$ cat src/rtl/mux2to1_sel.sv
// Two-input selector with a purely combinational data path, a registered
// output tap and saturating sel-usage counters for debug visibility.
module mux2to1_sel #(
  parameter int WIDTH = 1,
  parameter int CNT_W = 16
) (
  input  logic             clk,
  input  logic             rst_n,
  input  logic [WIDTH-1:0] a,
  input  logic [WIDTH-1:0] b,
  input  logic             sel,
  input  logic             clr,
  output logic [WIDTH-1:0] out,
  output logic [WIDTH-1:0] out_q,
  output logic [CNT_W-1:0] sel_toggles,
  output logic [CNT_W-1:0] b_cycles
);

  localparam logic [WIDTH-1:0] DATA_ZERO = {WIDTH{1'b0}};
  localparam logic [CNT_W-1:0] CNT_ZERO  = {CNT_W{1'b0}};
  localparam logic [CNT_W-1:0] CNT_MAX   = {CNT_W{1'b1}};
  localparam logic [CNT_W-1:0] CNT_ONE   = CNT_W'(1'b1);

  // Clear wins over increment; the count parks at all-ones instead of wrapping.
  function automatic logic [CNT_W-1:0] sat_next(
    input logic [CNT_W-1:0] cnt,
    input logic             inc,
    input logic             clear
  );
    logic [CNT_W-1:0] res;
    res = cnt;
    if (clear) begin
      res = CNT_ZERO;
    end else if (inc && (cnt != CNT_MAX)) begin
      res = cnt + CNT_ONE;
    end else begin
      res = cnt;
    end
    return res;
  endfunction

  logic             sel_r;
  logic [WIDTH-1:0] out_q_r;
  logic [CNT_W-1:0] sel_toggles_r;
  logic [CNT_W-1:0] b_cycles_r;
  logic             toggle_s;
  logic [CNT_W-1:0] sel_toggles_nxt_s;
  logic [CNT_W-1:0] b_cycles_nxt_s;

  // Data path: no clock, reset or clear involvement, X passes straight through.
  assign out = sel ? b : a;

  // Next-state values for the monitor counters.
  always_comb begin
    toggle_s          = 1'b0;
    sel_toggles_nxt_s = sel_toggles_r;
    b_cycles_nxt_s    = b_cycles_r;
    toggle_s          = sel ^ sel_r;
    sel_toggles_nxt_s = sat_next(sel_toggles_r, toggle_s, clr);
    b_cycles_nxt_s    = sat_next(b_cycles_r, sel, clr);
  end

  // Monitor state: registered tap, previous select and the two counters.
  always_ff @(posedge clk or negedge rst_n) begin
    if (!rst_n) begin
      sel_r         <= 1'b0;
      out_q_r       <= DATA_ZERO;
      sel_toggles_r <= CNT_ZERO;
      b_cycles_r    <= CNT_ZERO;
    end else begin
      // sel_r keeps tracking through a clear so the next toggle is still seen
      sel_r         <= sel;
      out_q_r       <= out;
      sel_toggles_r <= sel_toggles_nxt_s;
      b_cycles_r    <= b_cycles_nxt_s;
    end
  end

  assign out_q       = out_q_r;
  assign sel_toggles = sel_toggles_r;
  assign b_cycles    = b_cycles_r;

endmodule

$ cat config.mk
export PLATFORM = sky130hd
export DESIGN_NAME = mux2to1_sel
export DESIGN_NICKNAME = d
export VERILOG_FILES = /design/src/rtl/mux2to1_sel.sv
export SDC_FILE = /design/constraint.sdc
export NUM_CORES = 1
export LEC_CHECK = 0
export CORE_MARGIN = 3
export CORE_UTILIZATION = 47
export CTS_BUF_LIST = sky130_fd_sc_hd__clkbuf_2 sky130_fd_sc_hd__clkbuf_4 sky130_fd_sc_hd__clkbuf_8
export DETAILED_ROUTE_END_ITERATION = 8
export PLACE_DENSITY_LB_ADDON = 0.2
export REMOVE_ABC_BUFFERS = 1
export SYNTH_ARGS = -nofsm -noshare
export SYNTH_HDL_FRONTEND = slang
export SYNTH_SLANG_ARGS = --single-unit
$ cat constraint.sdc
create_clock -name clk -period 1.6 [get_ports clk]
set_input_delay 0.24 -clock clk [delete_from_list [all_inputs] [get_ports clk]]
set_output_delay 0.24 -clock clk [all_outputs]
set_load 0.005 [all_outputs]
==> After elaboration in Yosys (flattened, before gate mapping) <==
Index checks and enable logic that the tools add are counted.
{ "word_totals": {"ff_bits": 34, "input_bits": 6, "output_inout_bits": 34, "word_cells": 18} }
{ "classes": {"add_sub_neg": 2, "eq_ne": 2, "muxes": 5, "bitwise": 1, "n_reduce_logical": 4} }
{ "op_table": {"columns": ["operator", "count"], "rows": [
  ["16-bit two-way mux", 4],
  ["16-bit by 1-bit adder with 16-bit output (second input constant)", 2],
  ["16-bit != test (second input constant)", 2],
  ["2-bit nonzero test", 2],
  ["1-bit logical AND", 2],
  ["1-bit two-way mux", 1],
  ["1-bit XOR", 1]
]} }

==> Depth between registers and ports, before layout <==
{ "depth": {"depth_word": 4, "mapped_depth": 7, "depth_no_buf": 5} }

==> Least setup slack after synthesis <==
OpenSTA, ideal clock, no wires.
{ "synth_timing": {"path_kind": "register to register", "startpoint": "register sel_toggles_r[0], in the netlist sel_toggles[0]", "endpoint": "register sel_toggles_r[13], in the netlist sel_toggles[13]", "setup_ns": 0.078, "arrival_time_ns": 1.763, "t_required_ns": 1.522, "slack_ns": -0.241, "path_stages_with_launch": 8, "path_buffers": 2, "period_less_slack_ns": 1.841, "cell_sequence": "dfrtp_1 > ha_1 > nand4_1 > nor4_4 > buf_2 > buf_2 > o31ai_1 > a21oi_1"} }
{ "synth_between": {"elab_chain_len": 3, "word_cells_on_any_way": 6, "classes_between": "1 x add/sub; 1 x eq/ne; 2 x mux; 2 x reduce/logical"} }
{ "synth_rtl": {"columns": ["item", "line", "rtl"], "rows": [
  ["start: declaration", "44", "logic [CNT_W-1:0] sel_toggles_r;"],
  ["start signal: assignment", "74", "sel_toggles_r <= sel_toggles_nxt_s;"],
  ["16-bit by 1-bit adder with 16-bit output or 16-bit != test (tied branches)", "35, 34", null],
  ["16-bit two-way mux or 1-bit logical AND (tied branches)", "34", "end else if (inc && (cnt != CNT_MAX)) begin"],
  ["16-bit two-way mux or 2-bit nonzero test (tied branches)", null, null]
]} }
Parallel ways exist; a longest one is shown, timed or not. The select of a mux whose other input is x is not followed.
A chain may end at the register's enable or synchronous reset.

==> Worst setup path in the final report <==
{ "layout_timing": {"startpoint": "register sel_toggles_r[0], in the netlist sel_toggles[0]", "endpoint": "register sel_toggles_r[15], in the netlist sel_toggles[15]"} }
The elaborated chain is that of the path after synthesis.

==> results.md <==
- Final Util: between 80% and 90%
- Worst R2R Start: sel_toggles[0]
- Compound-Gate Fraction of Synth Area: 17.7%
- Wire per inst: ~16 um
- Reg-to-reg endpoint: sel_toggles[15]
- Nets@finish: 308
- Grt total ovfl: 0
- Most frequent cells in the layout: 57 x buf_4, 36 x clkdlybuf4s50_1, 33 x dfrtp_1, 18 x a21oi_1, 15 x nand2_1
- Most common cell after layout, fill and taps aside: buf_4
- Share of cells above drive strength 1: 32.9%
- Sink Count: 34
- Wirelength, routed: ~5700 um
- Net Sw Frac: 24.4%
- Highest clock rate: 579 MHz
- Post-synthesis to final-layout area growth: 59.8%
- Worst-path clk slew: 0.07 ns
- WP data required: 1.84 ns
- Hold WS: 0.309 ns
- Final setup fails: 22
- CTS tree: done
- DP HPWL: 3780 um
- Comb power frac: 10.9%
- Detailed-route via count: 2050
- Worst slew pin tran: 0.493 ns
- Period minus WS final: roughly 1.7 ns
- Slew margin rel.: 66.9%
- CTS Buffer Depth: 2
- Adder-Cell Fraction of Synth Area: 1.32%
- Die X: roughly 69 um
- Avg Inst Size Synth: 9.55 sq um
- Worst reg-to-reg path cell count: 6
- Filler cells: 263
- Largest net degree at the start of global routing: 35
- Failing checks: setup timing
- Largest family of logic cells by synthesized area: simple AND/OR/NAND/NOR gates
- GPL Wtd Cong: 0.828
- Period utilization: 108%
- Core Area: 0.00377 sq mm
- RSZ-0062 raised after global routing: true
- Synth warn: 0
- Seq/Total Area, Yosys: 45.0%
- Die Ht: 69.4 um
- Max Cap Viol: 0
- H-tree Lvls: 2
- Number of synthesized register bits: 34
- IO Port Bufs: 39
- Row cnt: 22
- CTS buffer count: 5
- Clk_skew: between 0.007 and 0.008 ns
- Die ar.: 0.00482 sq mm
- Worst VDD drop: 0.430 mV
- Final instance area: 0.00302 sq mm
- ANT cells: 0
- P per Cell Area: approximately 580 mW/mm^2
- CTS root buffer: clkbuf_8
- Critical path class: flip-flop to flip-flop
- WP data arrival: 1.97 ns
- Placed Area: 0.00275 sq mm
- Initial antenna violation count: 0
- CTS Hold Bufs: 0
- Final Hold Viols: 0
- Leak: 1.30 nW
- Ys async rst share: 100%
- Synth Area in Simple Gates: 27.8%
- Initial Util: 50.2%
- Global-route wire length before repair: between 8000 and 9000 um
- Crit path capture type: flip-flop
- Drt first-iter violations: 103
- Io pins: 40
- Internal power: 1.33 mW
- Share of power burned in registers: 50.0%
- Worst skew pair latency: 0.29 ns
- Min-delay worst type: primary input to asynchronous set/reset pin
- GRT Resource Usage Total: 22.7%
- Clock share of power: 39.1%
- DRT Pass-1 Iters: 4
- Worst setup startpoint: sel_toggles[0]
- Via/cell ratio: roughly 6
- Routed Antenna Nets: 0
- Number of global-route vias before repair: 1940
- R2r setup slk: -0.13 ns
- XOR/XNOR Fraction of Synth Area: 1.32%
- Cell count after synthesis: 198
- Mapped Area: 0.00189 sq mm
- # DRC: 0
- Outcome: finished, violations left
- Library cells used by synthesis: 39
- Mux contribution to synthesized area: 3.37%
- P_sw: 431 uW
- Number of synthesized flops with an enable pin: 0
- Top_reg_cell synth: dfrtp_1
- Worst-path fanout max: 2
- Setup ws final: -0.127 ns
- Pins Over Slew Limit: 0
- Startpoint types: flip-flop
-- registers in the layout, indices dropped and copies added (netlist names) --
signal       count
b_cycles        16
out_q            1
sel_toggles     16
sel_r            1
-- power groups by stage --
stage               Clock, mW  Combinational (mW)  Sequential [mW]
global placement            0               0.179            0.897
detailed placement          0               0.184            0.898
finish                  0.691               0.192            0.882
global route            0.739               0.212            0.883
floorplan                   0              0.0444            0.905
CTS                     0.701               0.188            0.882
-- worst max-delay path, stage by stage (launching register included) --
cell and delay, ns:
dfrtp_1 0.36, ha_2 0.18, nand4_1 0.16, buf_4 0.19, or4_4 0.50, a21oi_2 0.13, mux2_4 0.14
-- cell usage after synthesis, types with 2 or more instances --
| library cell | number | area share, % |
|---|---|---|
| and3_1 | 5 | 1.7 |
| nor4_1 | 6 | 2.0 |
| dfrtp_1 | 34 | 45 |
| o31ai_1 | 10 | 4.0 |
| o21a_1 | 2 | 0.79 |
| mux2_1 | 2 | 1.2 |
| buf_2 | 2 | 0.53 |
| or4_1 | 11 | 4.4 |
| buf_6 | 2 | 1.2 |
| ha_1 | 2 | 1.3 |
| or3_1 | 6 | 2.0 |
| a21oi_1 | 20 | 5.3 |
| and4_1 | 4 | 1.9 |
| nand4_1 | 8 | 2.6 |
| nand3_1 | 11 | 2.9 |
| clkbuf_1 | 3 | 0.60 |
| o311ai_1 | 2 | 0.93 |
| nand2_1 | 16 | 3.2 |
| nor2b_1 | 2 | 0.66 |
| inv_1 | 5 | 0.99 |
| o21ai_1 | 4 | 1.1 |
| nor2_1 | 7 | 1.4 |
| o21ai_0 | 6 | 1.6 |
| mux2i_1 | 3 | 1.6 |
| nor3_1 | 7 | 1.9 |
| o41ai_1 | 2 | 0.93 |
| a41oi_1 | 2 | 0.93 |
| o31a_1 | 3 | 1.4 |
-- cell families (layout without fill, tap and decap cells) --
| family | count (synthesis) | after routing |
|---|---|---|
| AO/OA/AOI/OAI | 52 | 52 |
| XOR/XNOR | 2 | 2 |
| adder cells (fa/ha/maj) | 2 | 2 |
| buffers and inverters | 13 | 116 |
| flip-flops | 34 | 34 |
| multiplexers | 6 | 6 |
| AND/OR/NAND/NOR | 89 | 89 |
-- metal layers --
| layer | vias up | wire, um | part of all wire [%] | track usage (%) |
|---|---|---|---|---|
| met3 | 9 | 260 | 4.6 | 5.51 |
| met4 | 0 | 82 | 1.4 | 7.81 |
| met1 | 1004 | 2480 | 43 | 27.5 |
| li1 | 978 | - | - | - |
| met5 | - | 0 | 0 | 0 |
| met2 | 59 | 2890 | 51 | 39.1 |
-- timing repair --
item / 4_1_cts / 5_1_grt
setup buffers: 3 / 5
gates resized for setup: 18 / 18
cloned: 0 / 0
pin swaps: 13 / 11
setup endpoints to repair: 25 / 31
endpoints found under the hold margin: 0 / 0
-- through the flow --
stage	instances	setup slack, ns	power, mW	TNS, ns
global route	349	-0.179	1.83	-3.00
floorplan	190	-0.504	0.949	-5.27
CTS	345	-0.103	1.77	-0.985
detailed placement	334	-0.407	1.08	-7.36
global placement	334	-0.372	1.08	-6.45
finish	349	-0.127	1.76	-1.26
-- layout make-up --
class	count	area, sq um	share of cell area, %
clock inverters	1	5.00	0.166
inverters	5	18.8	0.621
flip-flops and latches	34	852	28.2
repair buffers	103	917	30.3
well taps	48	60.1	1.99
clock buffers	7	90.1	2.98
multi-input cells	151	1080	35.7
-- how the worst max path moves through the flow --
stage,end
final,sel_toggles[15]
after floorplan,sel_toggles[14]
after global placement,sel_toggles[9]
after detailed placement,sel_toggles[9]
after CTS,sel_toggles[14]
after global routing,b_cycles[5]
No activity file was read; power rests on OpenSTA's default activity.
